### src/rtl/reg_file_wr_ctrl_if.sv
// reg_file_wr_ctrl_if: requester handshakes, clear control and register-file write port
interface reg_file_wr_ctrl_if #(
  parameter int ADDR_W = 5,
  parameter int DATA_W = 32
);
  logic              i_core_valid;
  logic [ADDR_W-1:0] i_core_addr;
  logic [DATA_W-1:0] i_core_dat;
  logic              o_core_ready;
  logic              i_dbg_valid;
  logic [ADDR_W-1:0] i_dbg_addr;
  logic [DATA_W-1:0] i_dbg_dat;
  logic              o_dbg_ready;
  logic              i_clr_req;
  logic              o_busy;
  logic              o_clr_done;
  logic              o_wr_en;
  logic [ADDR_W-1:0] o_wr_addr;
  logic [DATA_W-1:0] o_wr_dat;
  modport slave (
    input  i_core_valid, i_core_addr, i_core_dat, i_dbg_valid, i_dbg_addr, i_dbg_dat, i_clr_req,
    output o_core_ready, o_dbg_ready, o_busy, o_clr_done, o_wr_en, o_wr_addr, o_wr_dat
  );
  modport master (
    output i_core_valid, i_core_addr, i_core_dat, i_dbg_valid, i_dbg_addr, i_dbg_dat, i_clr_req,
    input  o_core_ready, o_dbg_ready, o_busy, o_clr_done, o_wr_en, o_wr_addr, o_wr_dat
  );
endinterface

### src/rtl/reg_file_wr_ctrl.sv
// reg_file_wr_ctrl: round-robin core/debug write arbiter with x01..x31 clear sequencer
module reg_file_wr_ctrl #(
  parameter int ADDR_W = 5,
  parameter int DATA_W = 32
) (
  input logic clk,
  input logic rst_n,
  reg_file_wr_ctrl_if.slave bus
);
  typedef enum logic [1:0] {IDLE, CLEAR, DONE} state_t;
  state_t state, state_nx;
  logic last_dbg, last_dbg_nx, wr_en_nx, idle, core_xfer, dbg_xfer;
  logic [ADDR_W-1:0] wr_addr_nx;
  logic [DATA_W-1:0] wr_dat_nx;
  // readies are gated by rst_n so they stay low while reset is held
  assign idle = rst_n && state == IDLE && !bus.i_clr_req;
  assign bus.o_core_ready = idle && bus.i_core_valid && (!bus.i_dbg_valid || last_dbg);
  assign bus.o_dbg_ready = idle && bus.i_dbg_valid && (!bus.i_core_valid || !last_dbg);
  assign core_xfer = bus.i_core_valid && bus.o_core_ready;
  assign dbg_xfer = bus.i_dbg_valid && bus.o_dbg_ready;
  assign bus.o_busy = state != IDLE;
  assign bus.o_clr_done = state == DONE;
  always_comb begin
    state_nx = state;
    last_dbg_nx = last_dbg;
    wr_en_nx = 1'b0;
    wr_addr_nx = bus.o_wr_addr;
    wr_dat_nx = bus.o_wr_dat;
    case (state)
      IDLE:
        if (bus.i_clr_req) begin
          state_nx = CLEAR;
          wr_en_nx = 1'b1;
          wr_addr_nx = ADDR_W'(1);
          wr_dat_nx = '0;
        end else if (core_xfer || dbg_xfer) begin
          last_dbg_nx = dbg_xfer;
          wr_addr_nx = dbg_xfer ? bus.i_dbg_addr : bus.i_core_addr;
          wr_dat_nx = dbg_xfer ? bus.i_dbg_dat : bus.i_core_dat;
          wr_en_nx = |wr_addr_nx;
        end
      CLEAR:
        if (bus.o_wr_addr == ADDR_W'(31)) state_nx = DONE;
        else begin
          wr_en_nx = 1'b1;
          wr_addr_nx = bus.o_wr_addr + ADDR_W'(1);
        end
      default: state_nx = IDLE;
    endcase
  end
  always_ff @(posedge clk or negedge rst_n) begin
    if (!rst_n) begin
      state <= IDLE;
      last_dbg <= 1'b1;
      bus.o_wr_en <= 1'b0;
      bus.o_wr_addr <= '0;
      bus.o_wr_dat <= '0;
    end else begin
      state <= state_nx;
      last_dbg <= last_dbg_nx;
      bus.o_wr_en <= wr_en_nx;
      bus.o_wr_addr <= wr_addr_nx;
      bus.o_wr_dat <= wr_dat_nx;
    end
  end
endmodule

### src/flat_wrapper.sv
// flat-port wrapper written by rule: the top's interface ports become plain ports
module reg_file_wr_ctrl_flat 
#(
  parameter int ADDR_W = 5,
  parameter int DATA_W = 32
)
  (clk, rst_n, bus_i_core_valid, bus_i_core_addr, bus_i_core_dat, bus_i_dbg_valid, bus_i_dbg_addr, bus_i_dbg_dat, bus_i_clr_req, bus_o_core_ready, bus_o_dbg_ready, bus_o_busy, bus_o_clr_done, bus_o_wr_en, bus_o_wr_addr, bus_o_wr_dat);
  reg_file_wr_ctrl_if #(.ADDR_W(ADDR_W), .DATA_W(DATA_W)) bus_i ();
  input logic clk;
  input logic rst_n;
  input wire logic [$bits(bus_i.i_core_valid)-1:0] bus_i_core_valid;
  input wire logic [$bits(bus_i.i_core_addr)-1:0] bus_i_core_addr;
  input wire logic [$bits(bus_i.i_core_dat)-1:0] bus_i_core_dat;
  input wire logic [$bits(bus_i.i_dbg_valid)-1:0] bus_i_dbg_valid;
  input wire logic [$bits(bus_i.i_dbg_addr)-1:0] bus_i_dbg_addr;
  input wire logic [$bits(bus_i.i_dbg_dat)-1:0] bus_i_dbg_dat;
  input wire logic [$bits(bus_i.i_clr_req)-1:0] bus_i_clr_req;
  output wire logic [$bits(bus_i.o_core_ready)-1:0] bus_o_core_ready;
  output wire logic [$bits(bus_i.o_dbg_ready)-1:0] bus_o_dbg_ready;
  output wire logic [$bits(bus_i.o_busy)-1:0] bus_o_busy;
  output wire logic [$bits(bus_i.o_clr_done)-1:0] bus_o_clr_done;
  output wire logic [$bits(bus_i.o_wr_en)-1:0] bus_o_wr_en;
  output wire logic [$bits(bus_i.o_wr_addr)-1:0] bus_o_wr_addr;
  output wire logic [$bits(bus_i.o_wr_dat)-1:0] bus_o_wr_dat;
  assign bus_i.i_core_valid = bus_i_core_valid;
  assign bus_i.i_core_addr = bus_i_core_addr;
  assign bus_i.i_core_dat = bus_i_core_dat;
  assign bus_i.i_dbg_valid = bus_i_dbg_valid;
  assign bus_i.i_dbg_addr = bus_i_dbg_addr;
  assign bus_i.i_dbg_dat = bus_i_dbg_dat;
  assign bus_i.i_clr_req = bus_i_clr_req;
  assign bus_o_core_ready = bus_i.o_core_ready;
  assign bus_o_dbg_ready = bus_i.o_dbg_ready;
  assign bus_o_busy = bus_i.o_busy;
  assign bus_o_clr_done = bus_i.o_clr_done;
  assign bus_o_wr_en = bus_i.o_wr_en;
  assign bus_o_wr_addr = bus_i.o_wr_addr;
  assign bus_o_wr_dat = bus_i.o_wr_dat;
  reg_file_wr_ctrl #(.ADDR_W(ADDR_W), .DATA_W(DATA_W)) u_core (.clk(clk), .rst_n(rst_n), .bus(bus_i));
endmodule
### config.mk
export PLATFORM = sky130hd
export DESIGN_NAME = reg_file_wr_ctrl_flat
export DESIGN_NICKNAME = d
export VERILOG_FILES = /design/src/rtl/reg_file_wr_ctrl_if.sv /design/src/rtl/reg_file_wr_ctrl.sv /design/src/flat_wrapper.sv
export SDC_FILE = /design/constraint.sdc
export NUM_CORES = 1
export LEC_CHECK = 0
export CORE_AREA = 2 2 77 79
export DETAILED_ROUTE_END_ITERATION = 8
export DIE_AREA = 0 0 79 81
export GPL_TIMING_DRIVEN = 0
export MAX_ROUTING_LAYER = met4
export PLACE_DENSITY = 0.79
export SLEW_MARGIN = 20
export SYNTH_ARGS = -nofsm -noshare
export SYNTH_HDL_FRONTEND = slang
export SYNTH_SLANG_ARGS = --single-unit
### constraint.sdc
create_clock -name clk -period 2.5 [get_ports clk]
set_clock_uncertainty 0.15 [all_clocks]
set_input_delay 0.5 -clock clk [delete_from_list [all_inputs] [get_ports clk]]
set_output_delay 0.5 -clock clk [all_outputs]
set_load 0.02 [all_outputs]
Word-level counts from Yosys, hierarchy flattened
Cells that the tools add are included.
W data, S select, Z words.
{"block": "classes", "reduce_logical": 24, "bitwise_logic": 1, "n_addsub": 1, "muxes": 15, "n_eq_ne": 7}
{"operator": "$mux W32", "count": 3}
{"operator": "$mux W5", "count": 4}
{"operator": "$pmux W5 S2", "count": 1}
{"operator": "$logic_and A1 B1 Y1", "count": 8}
{"operator": "$reduce_and A3 Y1", "count": 2}
{"operator": "$reduce_bool A2 Y1", "count": 3}
{"operator": "$add A5 B1 Y5 const B", "count": 1}
{"operator": "$eq A5 B5 Y1 const B", "count": 1}
{"operator": "$reduce_or A5 Y1", "count": 1}
{"operator": "$logic_not A1 Y1", "count": 4}
{"operator": "$mux W2", "count": 2}
{"operator": "$ne A2 B2 Y1 const B", "count": 2}
{"operator": "$pmux W2 S2", "count": 1}
{"operator": "$reduce_and A2 Y1", "count": 2}
{"operator": "$logic_or A1 B1 Y1", "count": 3}
{"operator": "$mux W1", "count": 3}
{"operator": "$ne A3 B3 Y1 const B", "count": 1}
{"operator": "$eq A2 B1 Y1 const B", "count": 1}
{"operator": "$eq A2 B2 Y1 const B", "count": 1}
{"operator": "$logic_not A2 Y1", "count": 1}
{"operator": "$ne A2 B1 Y1 const B", "count": 1}
{"operator": "$pmux W1 S2", "count": 1}
{"operator": "$not A1 Y1", "count": 1}
{"block": "word_totals", "output_inout_bits": 42, "input_bits": 79, "reg_bits": 41, "elab_cells": 53}

Depth between registers and ports, before layout
{"block": "depth", "ltp_word": 11, "mapped_depth": 7, "mapped_depth_nobuf": 7}

Worst setup path before layout
Ideal clock, no wire load.
{"block": "synth_timing", "kind": "register to register", "from": "register u_core.bus.o_wr_addr[0]", "to": "register u_core.bus.o_wr_addr[2]", "setup_time_ns": 0.111, "path_stages_with_launch": 7, "t_required_ns": 2.239, "arrival_ns": 1.748, "setup_slack_ns": 0.491, "path_buffers": 0, "period_less_slack_ns": 2.009, "path_cell_list": "dfrtp_1 ha_1 and3_1 ha_1 nor2_2 nor2_1 a222oi_1"}
{"block": "synth_via", "elab_chain_len": 3, "word_cells_on_any_way": 6, "classes_between": "add/sub (1); eq/ne (2); mux (2); reduce/logical (1)"}
{"item": "from (decl)", "line_no": "reg_file_wr_ctrl_if.sv:22", "text": "output o_core_ready, o_dbg_ready, o_busy, o_clr_done, o_wr_en, o_wr_addr, o_wr_dat"}
{"item": "from (signal assigned)", "line_no": "reg_file_wr_ctrl.sv:62", "text": "bus.o_wr_addr <= wr_addr_nx;"}
{"item": "$add A5 B1 Y5 or $eq A5 B5 Y1 (tied branches)", "line_no": "reg_file_wr_ctrl.sv:46, reg_file_wr_ctrl.sv:43"}
{"item": "$mux W5 or $ne A2 B2 Y1 (tied branches)"}
{"item": "$pmux W5 S2 or $reduce_and A3 Y1 (tied branches)"}
Several ways; a longest one is shown, not always the timed one. The select of a mux whose other input is x is not followed.
A chain may end at the register's enable or synchronous reset.

Worst setup path in the final report
{"block": "layout_timing", "from": "input bus_i_core_valid", "to": "output bus_o_dbg_ready"}
{"block": "layout_via", "elab_chain_len": 3}
{"item": "from (decl)", "line_no": "flat_wrapper.sv:11", "text": "input wire logic [$bits(bus_i.i_core_valid)-1:0] bus_i_core_valid;"}
{"item": "$logic_not A1 Y1", "line_no": "reg_file_wr_ctrl.sv:18", "text": "assign bus.o_dbg_ready = idle && bus.i_dbg_valid && (!bus.i_core_valid || !last_dbg);"}
{"item": "$logic_or A1 B1 Y1", "line_no": "reg_file_wr_ctrl.sv:18"}
{"item": "$logic_and A1 B1 Y1", "line_no": "reg_file_wr_ctrl.sv:18"}
{"item": "to (decl)", "line_no": "flat_wrapper.sv:19", "text": "output wire logic [$bits(bus_i.o_dbg_ready)-1:0] bus_o_dbg_ready;"}
No other way between the ends.

==> reports/metrics.cfg <==
[finish]
stdcell_area_um2=3530
area_growth_syn_to_layout_pct=70.9
drive_gt1_share_pct=6.85
area.sequential_um2=1030
multi_input_area_um2=982
final_nets=416
fillers=518
antenna_cells=0

[clock_network]
cts-root-to-sink-buffers=2
cts.reportedPaths.clkPinSlew_ns=0.08
cts_tree=yes
clk_latency_ns=0.29
cts.sinks=41
clockRootBuffer=clkbuf_8
cts_buffers=5
h-tree-depth=2

[synthesis]
ys.warnings.count=0
yosysSeqAreaShare_pct=49.7
synth_cell_type_count=33
netlist_area_um2=2070
avgSynthCellArea_um2=10.2
synthCells=203
synth-seq-cells=41
synth_fp_nets=284

[route]
drc_errors=0
dr_total_vias=2013
first_pass_iters=4
viasPerCell=4.90
wl_per_cell_um=14.3
drt_iter0_drc=48
wirelength_um=5860
drtAntennaViolNets=0

[global_routing]
grt.overflow.total=0
grt_usage_pct=19.2
grt_max_degree=16
grt_pass1_vias=1986
grt_pass1_wl_um=9140
antenna_found_initial=0

[timing]
holdWs_ns=0.0911
fin_crit_sh_pct=97.0
fin_setup_tns_ns=0
setup_viol=0
finalWorstPathRequiredPeriod_ns=2.43
slew_violations=0
finalWorstSetupSlack_ns=0.0738
tightestPinTransition_ns=0.638
hold_violations=0
fmax_mhz=412
slew_headroom_pct=57.2

[pwr]
peakVddDrop_mv=0.452
leakagePower_nw=1.75
total_power_w=0.00265
powerDensity_nw_per_um2=750

[worst_setup_path]
end_kind=output pin
path_max_fanout=10
required_ns=1.85
path_class=input port to output pin
cp-start-kind=input port
arrival_ns=1.78

[flow_run]
drv_cap=0

[min_path]
hp-class=input port to asynchronous set/reset pin

[place]
placed_area_um2=3380
dp_slack_ns=-0.726
portBuffers=120
gp_congestion=0.800
dp_hpwl_um=4530

[floorplanning]
die-area_um2=6400
initial_utilization_pct=36.4
fp.dieW_um=79
fp-row-count=28
die_h_um=81
ioPinCount=121
core-area_um2=5680

[status]
status=finished clean

## worst max-delay path, stage by stage
cell             delay (ns)
clkdlybuf4s50_1        0.51
a21boi_4               0.19
nand2_2                0.09
buf_6                  0.13
buf_6                  0.14
inv_1                  0.05
buf_2                  0.15
## final timing paths
kind,start,end,slack [ns],cells past startpoint
worst max-delay path,bus_i_core_valid,bus_o_dbg_ready,0.07,7
worst min-delay path,rst_n,u_core.last_dbg,0.09,2
worst max register to register,u_core.bus.o_wr_addr[0],u_core.bus.o_wr_addr[2],0.39,6
worst min register to register,u_core.bus.o_wr_dat[16],u_core.bus.o_wr_dat[16],0.34,2
max in group asynchronous,rst_n,u_core.bus.o_wr_dat[18],1.13,3
min in group clk,u_core.bus.o_wr_dat[16],u_core.bus.o_wr_dat[16],0.34,2
## flip-flops by register name, summed over array words and instances (netlist names)
| register | cells |
|---|---|
| u_core.bus.o_wr_addr | 5 |
| u_core.last_dbg | 1 |
| u_core.bus.o_wr_en | 1 |
| u_core.state | 2 |
| u_core.bus.o_wr_dat | 32 |
## metal layers
metal | vias to the layer above | global-route usage, % | wire length, um
met5 | - | - | 0
met4 | 0 | 7.59 | 143
met3 | 14 | 4.89 | 331
met2 | 68 | 34.1 | 3120
met1 | 952 | 20.7 | 2270
li1 | 979 | - | -
## layout make-up
type                            count  area share, %
Timing Repair Buffer              125           36.1
Sequential cell                    41           29.1
Multi-Input combinational cell    148           27.8
Tap cell                           75           2.66
Clock buffer                        6           2.06
Buffer                             10           1.56
Inverter                            4          0.425
Clock inverter                      2          0.284
## power breakdown
group	switching (W)	total (W)	internal, W
sequential	0.000137	0.000988	0.000851
combinational	0.000621	0.00124	0.000623
clock	0.000222	0.000416	0.000194
total	0.000980	0.00265	0.00167
## cell usage after synthesis, drive strengths merged
master | count | share of area, %
a211oi | 1 | 0.36
a21boi | 1 | 0.36
a21o | 1 | 0.36
a21oi | 1 | 0.24
a221oi | 1 | 0.42
a222oi | 1 | 0.48
a32o | 1 | 0.48
and2 | 1 | 0.30
and3 | 2 | 0.61
buf | 4 | 1.6
clkbuf | 6 | 1.1
dfrtp | 40 | 48
dfstp | 1 | 1.3
ha | 2 | 1.2
inv | 4 | 0.73
mux2 | 1 | 0.73
mux2i | 37 | 18
nand2 | 39 | 7.1
nand2b | 2 | 0.61
nand3 | 1 | 0.24
nand3b | 1 | 0.36
nor2 | 8 | 1.6
nor2b | 3 | 0.91
nor3 | 1 | 0.24
nor4b | 1 | 1.2
o21a | 2 | 0.73
o21ai | 35 | 8.5
o221ai | 2 | 0.85
o2bb2ai | 1 | 0.42
or4 | 2 | 0.73
## placed cells by master, fill, tap and decap left out, drive strengths merged, types with 2 or more instances in the layout
| cell | Yosys | layout |
|---|---|---|
| dlygate4sd3 | 0 | 2 |
| clkdlybuf4s50 | 0 | 115 |
| inv | 4 | 4 |
| nor2 | 8 | 8 |
| o221ai | 2 | 2 |
| o21a | 2 | 2 |
| nand2b | 2 | 2 |
| or4 | 2 | 2 |
| o21ai | 35 | 35 |
| nand2 | 39 | 39 |
| and3 | 2 | 2 |
| dfrtp | 40 | 40 |
| buf | 4 | 8 |
| nor2b | 3 | 3 |
| ha | 2 | 2 |
| clkinv | 0 | 2 |
| clkbuf | 6 | 13 |
| mux2i | 37 | 37 |
## per-stage QoR
step	cells	util, %
final	411	62.2
after global placement	398	59.2
after global routing	411	62.2
after floorplan	203	-
after detailed placement	399	59.5
after CTS	411	62.1
## kinds of logic after synthesis
group | count (synthesis) | share of synthesized area (%)
AO/OA/AOI/OAI | 47 | 13.2
adder cells (fa/ha/maj) | 2 | 1.21
buffers and inverters | 14 | 3.39
flip-flops | 41 | 49.7
multiplexers | 38 | 18.7
AND/OR/NAND/NOR | 61 | 13.8
## timing repair
item                                   CTS  global route
gates cloned                             1             0
pin swaps                                0             2
endpoints found under the hold margin   13             0
hold buffers                             2             0
setup endpoints to repair                2             1
buffers inserted                         1             0
resized for setup                       10             4
Note: power is estimated with default switching activity, not from simulation.
